## src/rtl/vanilla_int_scoreboard.sv

```systemverilog
// vanilla_int_scoreboard
// ID-stage integer register-file scoreboard. One pending bit per register marks a
// destination owned by an in-flight long-latency op (remote load, AMO, idiv).
// The instruction sitting in ID is checked against these bits for RAW/WAW hazards.
// Writeback clears are bypassed into the hazard check so a retiring result wakes its
// consumer with no bubble. New scores only become visible on the following cycle.
module vanilla_int_scoreboard #(
  parameter int  els_p            = 32,
  parameter int  num_src_port_p   = 2,
  parameter int  num_clear_port_p = 2,
  localparam int id_width_lp      = $clog2(els_p),
  localparam int cnt_width_lp     = $clog2(els_p + 1)
) (
  input  logic                                       clk_i,
  input  logic                                       reset_i,
  input  logic [num_src_port_p-1:0][id_width_lp-1:0] src_id_i,
  input  logic [num_src_port_p-1:0]                  op_reads_rf_i,
  input  logic [id_width_lp-1:0]                     dest_id_i,
  input  logic                                       op_writes_rf_i,
  input  logic                                       score_i,
  input  logic [id_width_lp-1:0]                     score_id_i,
  input  logic [num_clear_port_p-1:0]                clear_i,
  input  logic [num_clear_port_p-1:0][id_width_lp-1:0] clear_id_i,
  output logic                                       dependency_o,
  output logic [els_p-1:0]                           scoreboard_o,
  output logic [cnt_width_lp-1:0]                    pending_cnt_o
);

  logic [els_p-1:0]        r_scoreboard;
  logic [cnt_width_lp-1:0] r_pendingCnt;
  logic                    r_recentReset;

  logic [els_p-1:0]        w_scoreMask;
  logic [els_p-1:0]        w_clearMask;
  logic [els_p-1:0]        w_pendingBypass;
  logic [els_p-1:0]        w_sbNext;
  logic [els_p-1:0]        w_fellMask;
  logic                    w_newSet;
  logic [cnt_width_lp-1:0] w_fellCnt;
  logic [cnt_width_lp-1:0] w_cntNext;
  logic                    w_dependency;

  // One-hot of the register being newly scored; x0 can never become pending.
  always_comb begin
    w_scoreMask = '0;
    if (score_i && (score_id_i != '0)) begin
      w_scoreMask[score_id_i] = 1'b1;
    end
  end

  // Union of all registers retiring this cycle across every writeback port.
  always_comb begin
    w_clearMask = '0;
    for (int p = 0; p < num_clear_port_p; p++) begin
      if (clear_i[p]) begin
        w_clearMask[clear_id_i[p]] = 1'b1;
      end
    end
    w_clearMask[0] = 1'b0;
  end

  // Pending view with this cycle's clears already removed, used for the hazard check.
  assign w_pendingBypass = r_scoreboard & ~w_clearMask;

  // Score wins over a same-cycle clear, so the bit is simply OR-ed back in.
  assign w_sbNext = w_scoreMask | w_pendingBypass;

  // RAW on any read port or WAW on the destination, both against the bypassed view.
  always_comb begin
    w_dependency = 1'b0;
    for (int p = 0; p < num_src_port_p; p++) begin
      if (op_reads_rf_i[p] && (src_id_i[p] != '0) && w_pendingBypass[src_id_i[p]]) begin
        w_dependency = 1'b1;
      end
    end
    if (op_writes_rf_i && (dest_id_i != '0) && w_pendingBypass[dest_id_i]) begin
      w_dependency = 1'b1;
    end
  end

  // Count update: +1 for a bit going 0->1, minus every bit going 1->0.
  always_comb begin
    w_newSet   = |(w_scoreMask & ~r_scoreboard);
    w_fellMask = r_scoreboard & ~w_sbNext;
    w_fellCnt  = '0;
    for (int i = 0; i < els_p; i++) begin
      w_fellCnt = w_fellCnt + cnt_width_lp'(w_fellMask[i]);
    end
    w_cntNext = r_pendingCnt + cnt_width_lp'(w_newSet) - w_fellCnt;
  end

  // Pending bits and their population count, discarded wholesale on reset.
  always_ff @(posedge clk_i) begin
    if (reset_i) begin
      r_scoreboard <= '0;
      r_pendingCnt <= '0;
    end else begin
      r_scoreboard <= w_sbNext;
      r_pendingCnt <= w_cntNext;
    end
  end

  // Remembers the reset cycle so late clears for discarded ids are tolerated once.
  always_ff @(posedge clk_i) begin
    r_recentReset <= reset_i;
  end

  assign dependency_o  = w_dependency;
  assign scoreboard_o  = r_scoreboard;
  assign pending_cnt_o = r_pendingCnt;

  // The counter is a cached popcount and must never drift from the bit vector.
  assert property (@(posedge clk_i) disable iff (reset_i)
    r_pendingCnt == cnt_width_lp'($countones(r_scoreboard)))
    else $error("scoreboard: pending count disagrees with pending bits");

  // Scoring an already-pending register means a WAW hazard slipped past the stall.
  assert property (@(posedge clk_i) disable iff (reset_i)
    (score_i && (score_id_i != '0)) |-> (!r_scoreboard[score_id_i] || w_clearMask[score_id_i]))
    else $error("scoreboard: score to already-pending register");

  for (genvar p = 0; p < num_clear_port_p; p++) begin : g_staleClear
    // A clear for a register that is not pending is a lost or duplicated writeback.
    assert property (@(posedge clk_i) disable iff (reset_i || r_recentReset)
      clear_i[p] |-> r_scoreboard[clear_id_i[p]])
      else $error("scoreboard: stale clear on port %0d", p);
  end

  for (genvar p = 0; p < num_clear_port_p; p++) begin : g_dupClearA
    for (genvar q = p + 1; q < num_clear_port_p; q++) begin : g_dupClearB
      // Two writeback ports must never retire the same register together.
      assert property (@(posedge clk_i) disable iff (reset_i)
        !(clear_i[p] && clear_i[q] && (clear_id_i[p] == clear_id_i[q]) && (clear_id_i[p] != '0)))
        else $error("scoreboard: ports %0d and %0d clear the same register", p, q);
    end
  end

endmodule
```

## config.mk

```make
export PLATFORM = sky130hd
export DESIGN_NAME = vanilla_int_scoreboard
export DESIGN_NICKNAME = d
export VERILOG_FILES = /design/src/rtl/vanilla_int_scoreboard.sv
export SDC_FILE = /design/constraint.sdc
export NUM_CORES = 1
export LEC_CHECK = 0
export BUFFER_PORTS_ARGS = -buffer_cell sky130_fd_sc_hd__buf_2
export CAP_MARGIN = 20
export CELL_PAD_IN_SITES_DETAIL_PLACEMENT = 1
export CELL_PAD_IN_SITES_GLOBAL_PLACEMENT = 2
export CORE_MARGIN = 8
export CORE_UTILIZATION = 30
export DETAILED_ROUTE_END_ITERATION = 12
export PLACE_DENSITY = 0.86
export SLEW_MARGIN = 20
export SYNTH_ARGS = -nofsm -noshare
export SYNTH_HDL_FRONTEND = slang
export SYNTH_SLANG_ARGS = --single-unit
```

## constraint.sdc

```tcl
create_clock -name clk_i -period 6.2 [get_ports clk_i]
set_input_delay 0.62 -clock clk_i [delete_from_list [all_inputs] [get_ports clk_i]]
set_output_delay 0.62 -clock clk_i [all_outputs]
set_load 0.03 [all_outputs]
```

==> results of run 1 <==
==> cells in the mapped netlist, drive strengths merged (4+ instances only) <==
cell,number
a2111oi,5
o311ai,4
mux2i,12
nand2,40
a21oi,29
ha,31
o221ai,18
o21ai,20
inv,54
nor3b,4
or3,4
or3b,10
a21boi,15
dfxtp,38
nor2b,7
nor2,59
nand3b,14
mux4,5
buf,5
o22ai,12
nor3,12
nand3,17
o221a,9
a211oi,4
fa,29
and2,18
clkbuf,19
==> area by class of cell <==
| class | count | area (µm²) |
|---|---|---|
| Multi-Input combinational cell | 427 | 3660 |
| Sequential cell | 38 | 761 |
| Clock buffer | 5 | 125 |
| Tap cell | 184 | 230 |
| Inverter | 55 | 206 |
| Clock inverter | 3 | 45.0 |
| Timing Repair Buffer | 188 | 1240 |
| Fill cell | 1772 | 8150 |
==> state kept, by name, summed over array words and instances (netlist names) <==
name and count:
scoreboard_o 32, pending_cnt_o 6
==> final timing paths <==
kind                            endpoint  slack [ns]  depth (start not counted)
max          pending_cnt_o[5]$_SDFF_PP0_        0.14                         23
min           scoreboard_o[0]$_SDFF_PP0_        0.54                          1
min reg2reg   scoreboard_o[0]$_SDFF_PP0_        0.54                          1
max reg2reg  pending_cnt_o[5]$_SDFF_PP0_        0.63                         19
==> layer usage <==
metal / global-route usage, % / up-vias
met4: 7.48 / 0
met1: 28.8 / 2513
met5: 0 / -
li1: - / 2324
met3: 5.58 / 40
met2: 35.4 / 202
==> power by group through the flow <==
stage,combinational (mW),sequential (mW),clock [mW]
3_3_place_gp,0.772,0.290,0
4_1_cts,0.862,0.285,0.315
3_5_place_dp,0.836,0.290,0
5_1_grt,1.01,0.288,0.321
2_1_floorplan,0.506,0.325,0
6_report,0.889,0.285,0.308
==> critical path, cell delays in order <==
cell and delay [ns]:
buf_2 0.10, nand2b_1 0.17, buf_4 0.16, nor2_2 0.24, buf_4 0.28, nand2_1 0.11, and2_1 0.19, nand2_1 0.14
fa_2 0.44, ha_1 0.22, ha_1 0.19, inv_1 0.08, fa_1 0.45, fa_1 0.53, inv_1 0.06, fa_2 0.40
fa_1 0.57, fa_1 0.45, ha_1 0.31, a21o_1 0.18, a21oi_2 0.14, xnor2_1 0.14, nor2_1 0.05
==> cell families (layout without fill, tap and decap cells) <==
group,count (synthesis),in the layout,share of synthesized area (%)
compound gates,141,141,23.0
flops,38,38,17.3
fa+ha+maj,60,60,22.0
xor+xnor,5,5,0.995
other cells,1,1,0.0852
buf+inv,79,251,6.94
simple gates,201,201,23.7
mux,19,19,5.97
==> what timing repair did <==
item | CTS | global route
buffers inserted | 0 | 6
gates cloned | 0 | 0
endpoints found under the setup margin | 3 | 3
resized for setup | 24 | 59
pin swaps | 5 | 15
==> out/qor.yml, run 1 <==
run_status:
  outcome: "complete, no violations"
placement:
  place_area_um2: 5710
  placed_cells_incl_taps: 886
  dp_hpwl_um: 16900
  place_congestion: 1.00
  dp_slack_ns: -0.733
  port_buffers: 76
die:
  start_util_pct: 30.5
  chipHeight_um: 137
  core_area_um2: 14400
  io_pins: 77
  dieArea_um2: 18800
  die_w_um: 137
  num_rows: 44
routing:
  ant_nets: 0
  first_pass_iters: 5
  top_layer_used: "met4"
  wl_met2_um: 9660
  first_iter_violations: 433
  met1_length_um: 8940
  via_per_inst: 5.64
  wire_per_inst_um: 23.0
  dr_total_vias: 5079
  wl_um: 20700
  route.met3.wl_um: 1560
  drc_errors: 0
synth:
  ys_types: 66
  yosysSeqAreaShare_pct: 17.3
  syn_inst: 544
  synthArstFlopShare_pct: 0
  synth_top_area_share_pct: 17.3
  syn_avg_cell_area_um2: 8.09
  synth_seq_cells: 38
  synth_area_um2: 4400
  yosysWarnings: 0
  yosys-top-cells-area: "dfxtp_1 (17%), fa_1 (13%), ha_1 (8.8%)"
  yosys_most_used_dff: "dfxtp_1"
  synthesis.nets: 642
  synth_edf_count: 0
  synth.largest_area_cell: "dfxtp_1"
clock_tree:
  root_buffer: "clkbuf_16"
  cts_made_buffers: 5
  clk_path_buf_depth: 2
  clkLatencyLatePin_ns: 0.31
  cts_sinks: 38
  htreeDepth: 2
  clk_transition_reported_paths_ns: 0.07
  cts_tree: "yes"
  cts_hold_buf: 0
layout:
  antenna_cells: 0
  drive_gt1_share_pct: 38.3
  final_nets: 813
  final_common_cell: "buf_4"
  stdcell_count: 900
  layout_common_cells: "buf_4 (110), buf_2 (75), nor2_1 (53), inv_1 (53), nand2_1 (39)"
  area_delta_synth_final_pct: 42.5
  fin_area_um2: 6270
  fin_util_pct: 43.5
worst_setup_path:
  cp-end-kind: "register"
  startpoint: "score_id_i[0]"
  path_class: "in -> reg"
  start_kind: "input port"
  r2r_start: "scoreboard_o[25]$_SDFF_PP0_"
  worstPathRequired_ns: 6.37
  cp_max_fo: 8
  cp.arrival_ns: 6.23
global_route:
  grt-ovfl-total: 0
  grt_max_degree: 39
  grt_usage_pct: 22.3
  grt_pass1_vias: 5441
  grt_pass1_wl_um: 31900
  antenna_found_initial: 0
power_and_ir_drop:
  power_mw: 1.48
  p_sw_share_pct: 40.3
  internal-power_mw: 0.885
  power_switching_mw: 0.598
  power.leakage_nw: 2.78
  peakVddDrop_mv: 0.566
  seqPwrFrac_pct: 19.2
  p_per_area_nw_per_um2: 237
  combPwrFrac_pct: 60.0
  power_frac_clock_pct: 20.8
timing:
  setup_tns_ns: 0
  clock_skew_ns: 0.00918
  max_clock_freq_ghz: 0.165
  whs_ns: 0.544
  hold_violations: 0
  fin_crit_ns: 6.06
  slew_headroom_pct: 47.9
  slew_viol_final: 0
  tightestPinTransition_ns: 0.761
  fin_crit_sh_pct: 97.8
  finalSetupViolations: 0
  setup_ws_ns: 0.137
hold_path:
  hp-class: "reg -> reg"
  holdCritStartpoint: "scoreboard_o[0]$_SDFF_PP0_"
flow_run:
  cap_violations: 0
No activity file was read; power rests on OpenSTA's default activity.
==> run 2, diff against run 1 <==
--- a/config.mk
+++ b/config.mk
@@ -5,14 +5,15 @@
 export SDC_FILE = /design/constraint.sdc
 export NUM_CORES = 1
 export LEC_CHECK = 0
+export ABC_AREA = 1
 export BUFFER_PORTS_ARGS = -buffer_cell sky130_fd_sc_hd__buf_2
 export CAP_MARGIN = 20
 export CELL_PAD_IN_SITES_DETAIL_PLACEMENT = 1
 export CELL_PAD_IN_SITES_GLOBAL_PLACEMENT = 2
 export CORE_MARGIN = 8
-export CORE_UTILIZATION = 30
+export CORE_UTILIZATION = 28
 export DETAILED_ROUTE_END_ITERATION = 12
-export PLACE_DENSITY = 0.86
+export PLACE_DENSITY = 0.88
 export SLEW_MARGIN = 20
 export SYNTH_ARGS = -nofsm -noshare
 export SYNTH_HDL_FRONTEND = slang
==> out/qor.yml, run 2 <==
run_status:
  outcome: "complete, no violations"  # unchanged
power_and_ir_drop:
  power.leakage_nw: 2.86  # was 2.78 nW
  peakVddDrop_mv: 0.207  # was 0.566 mV
  p_per_area_nw_per_um2: 243  # was 237 nW/µm²
  power_mw: 1.44  # was 1.48 mW
die:
  dieArea_um2: 21100  # was 18,800 µm²
  core_area_um2: 16500  # was 14,400 µm²
  chipHeight_um: 145  # was 137 µm
  start_util_pct: 28.4  # was 30.5%
  die_w_um: 145  # was 137 µm
  num_rows: 47  # was 44
  io_pins: 77  # unchanged
routing:
  wl_um: 20500  # was 20,700 µm
  first_iter_violations: 397  # was 433
  via_per_inst: 5.18  # was 5.64
  drc_errors: 0  # unchanged
  wire_per_inst_um: 18.7  # was 23.0 µm
  ant_nets: 0  # unchanged
  dr_total_vias: 5658  # was 5,079
  first_pass_iters: 5  # unchanged
timing:
  slew_headroom_pct: 45.8  # was 47.9%
  setup_tns_ns: 0  # unchanged
  clock_skew_ns: 0.00386  # was 0.00918 ns
  hold_violations: 0  # unchanged
  tightestPinTransition_ns: 0.812  # was 0.761 ns
  fin_crit_sh_pct: 95.8  # was 97.8%
  whs_ns: 0.515  # was 0.544 ns
  fin_crit_ns: 5.94  # was 6.06 ns
  rsz0062_at_grt: "false"
  slew_viol_final: 0  # unchanged
  finalSetupViolations: 0  # unchanged
  max_clock_freq_ghz: 0.168  # was 0.165 GHz
layout:
  largest_reg_flops: 32  # unchanged
  drive_gt1_share_pct: 18.7  # was 38.3%
  layout_common_cells: "nand3_1 (163), nand2_1 (155), inv_1 (115)"  # was buf_4 (110), buf_2 (75), nor2_1 (53), inv_1 (53), nand2_1 (39)
  antenna_cells: 0  # unchanged
  area_delta_synth_final_pct: 26.2  # was 42.5%
  final_common_cell: "nand3_1"  # was buf_4
  stdcell_count: 1093  # was 900
  fin_area_um2: 5910  # was 6270 µm²
  final_nets: 970  # was 813
synth:
  yosysWarnings: 0  # unchanged
  yosys_most_used_dff: "dfxtp_1"  # unchanged
  yosys.area_share.xor_xnor_pct: 0.748  # was 0.995%
  synth_top_family_by_area: "simple AND/OR/NAND/NOR gates"  # unchanged
  synth_common_cells: "nand3_1 (168), nand2_1 (157), inv_1 (118)"  # was nor2_1 (59), inv_1 (54), nand2_1 (40)
  synth_edf_count: 0  # unchanged
  ys_types: 30  # was 66
  synth_area_um2: 4680  # was 4400 µm²
  yosys-top-cells-area: "nand3_1 (18%), dfxtp_1 (16%), nand2_1 (13%)"  # was dfxtp_1 (17%), fa_1 (13%), ha_1 (8.8%)
  synth_compound_area_share_pct: 6.54  # was 23.0%
  syn_avg_cell_area_um2: 6.20  # was 8.09 µm²
  synth_top_area_share_pct: 17.9  # was 17.3%
  yosys.area_share.simple_pct: 44.2  # was 23.7%
  synthArstFlopShare_pct: 0  # unchanged
  yosysSeqAreaShare_pct: 16.2  # was 17.3%
  syn_inst: 756  # was 544
  synthMuxAreaShare_pct: 0  # was 5.97%
  synthAdderAreaFrac_pct: 20.7  # was 22.0%
  synthesis.nets: 854  # was 642
  yosysMostFrequentCell: "nand3_1"  # was nor2_1
  synth_seq_cells: 38  # unchanged
  synth.largest_area_cell: "nand3_1"  # was dfxtp_1
clock_tree:
  clk_path_buf_depth: 2  # unchanged
  clk_transition_reported_paths_ns: 0.06  # was 0.07 ns
  clkLatencyLatePin_ns: 0.28  # was 0.31 ns
  cts_sinks: 38  # unchanged
  cts_made_buffers: 5  # unchanged
  root_buffer: "clkbuf_16"  # unchanged
  cts_tree: "yes"  # unchanged
  htreeDepth: 2  # unchanged
global_route:
  grt_max_degree: 39  # unchanged
  grt_pass1_vias: 5837  # was 5,441
  antenna_found_initial: 0  # unchanged
  grt-ovfl-total: 0  # unchanged
  grt_pass1_wl_um: 32000  # was 31,900 µm
  grt_usage_pct: 19.0  # was 22.3%
flow_run:
  cap_violations: 0  # unchanged
worst_setup_path:
  cp-end-kind: "register"  # unchanged
  reg2regPathDepth: 19  # unchanged
  cp_max_fo: 6  # was 8
  cp_cell_sequence: "buf_2, inv_1, nand3_2, nor2_1, nor2_1, nand2_1, nand3_1, inv_1, fa_1, ha_1, fa_1, fa_1, inv_1, fa_1, fa_1, fa_1, fa_1, ha_1, a21o_1, a21oi_2, or2_2, a21oi_1"  # was buf_2, nand2b_1, buf_4, nor2_2, buf_4, nand2_1, and2_1, nand2_1, fa_2, ha_1, ha_1, inv_1, fa_1, fa_1, inv_1, fa_2, fa_1, fa_1, ha_1, a21o_1, a21oi_2, xnor2_1, nor2_1
  slowest_delay_ns: 0.52  # was 0.57 ns
  worstPathRequired_ns: 6.41  # was 6.37 ns
  r2r_start: "scoreboard_o[7]$_SDFF_PP0_"  # was scoreboard_o[25]$_SDFF_PP0_
  reg2reg_slack_ns: 0.62  # was 0.63 ns
  crit_path_top_delay_cell: "fa_1"  # unchanged
  path_common_cell: "fa_1"  # unchanged
  cp.arrival_ns: 6.15  # was 6.23 ns
  path_class: "in -> reg"  # unchanged
  reg2reg_to: "pending_cnt_o[5]$_SDFF_PP0_"  # unchanged
  start_kind: "input port"  # unchanged
hold_path:
  hp-class: "reg -> reg"  # unchanged
  holdCritStartpoint: "scoreboard_o[30]$_SDFF_PP0_"  # was scoreboard_o[0]$_SDFF_PP0_
  hold_path_depth: 2  # was 1
  holdPathEnd: "scoreboard_o[30]$_SDFF_PP0_"  # was scoreboard_o[0]$_SDFF_PP0_
placement:
  dp_hpwl_um: 17100  # was 16,900 µm
  port_buffers: 76  # unchanged
  placed_cells_incl_taps: 1085  # was 886
  place_congestion: 0.936  # was 1.00
  place_area_um2: 5630  # was 5710 µm²
==> run 2: cell types whose count changed after synthesis, moves of 15 or more <==
cell / previous run / this run
a21boi_0: 15 / 0
nor2_1: 59 / 77
inv_1: 54 / 118
nand2_1: 40 / 157
and2_1: 18 / 0
nand4_1: 1 / 24
nand3_1: 17 / 168
o221ai_1: 18 / 0
==> run 2: worst max-delay path by stage <==
stage | start | to | slack [ns] | depth (start not counted)
after detailed placement | clear_id_i[9] | pending_cnt_o[5]$_SDFF_PP0_ | -0.12 | 22
after global routing | clear_id_i[8] | pending_cnt_o[5]$_SDFF_PP0_ | 0.03 | 24
final | clear_id_i[8] | pending_cnt_o[5]$_SDFF_PP0_ | 0.26 | 22
after CTS | clear_id_i[9] | pending_cnt_o[5]$_SDFF_PP0_ | 0.19 | 22
after floorplan | score_id_i[3] | pending_cnt_o[5]$_SDFF_PP0_ | 0.28 | 22
after global placement | clear_id_i[3] | pending_cnt_o[5]$_SDFF_PP0_ | -0.006 | 24
==> run 2: power by group <==
part           leakage, nW  switching, mW  total, mW  internal [mW]
clock               0.0971          0.108      0.350          0.242
combinational         2.45          0.466      0.806          0.340
sequential           0.308         0.0135      0.282          0.268
total                 2.86          0.587       1.44          0.851
==> run 2: metal layers <==
metal	routed length, µm	global-route usage, %	share of wire, %
met1	9510	26.0	46
met2	9560	31.1	47
met3	1120	2.99	5.5
met4	286	3.64	1.4
met5	0	0	0
==> run 2: logic make-up (layout without fill, tap and decap cells) <==
kind of cell    count (synthesis)  after routing
buf+inv                       140            257
flops                          38             38
simple gates                  456            456
xor+xnor                        4              4
compound gates                 57             57
fa+ha+maj                      60             60
other cells                     1              1
==> run 2: timing repair <==
item / CTS / global route
setup buffers: 0 / 0
endpoints found under the setup margin: 0 / 2
hold buffers: 0 / 0
gates resized for setup: 0 / 21
==> run 2: layout make-up <==
| class | instances | area [µm²] |
|---|---|---|
| Clock buffer | 6 | 139 |
| Clock inverter | 2 | 60.1 |
| Fill cell | 2206 | 10600 |
| Inverter | 124 | 465 |
| Multi-Input combinational cell | 578 | 3460 |
| Sequential cell | 38 | 761 |
| Tap cell | 220 | 275 |
| Timing Repair Buffer | 125 | 748 |
==> run 2: worst max-delay path: cells and delay by family <==
family          cells  cell delay [ns]
fa+ha+maj           9             3.91
buf+inv             4             0.42
compound gates      3             0.29
simple gates        6             0.89
==> run 2: metrics by stage <==
stage,worst slack [ns],util (%)
after floorplan,0.276,-
after global placement,-0.00634,34.2
after detailed placement,-0.124,34.2
after CTS,0.188,35.4
after global routing,0.0286,35.9
final,0.259,35.9
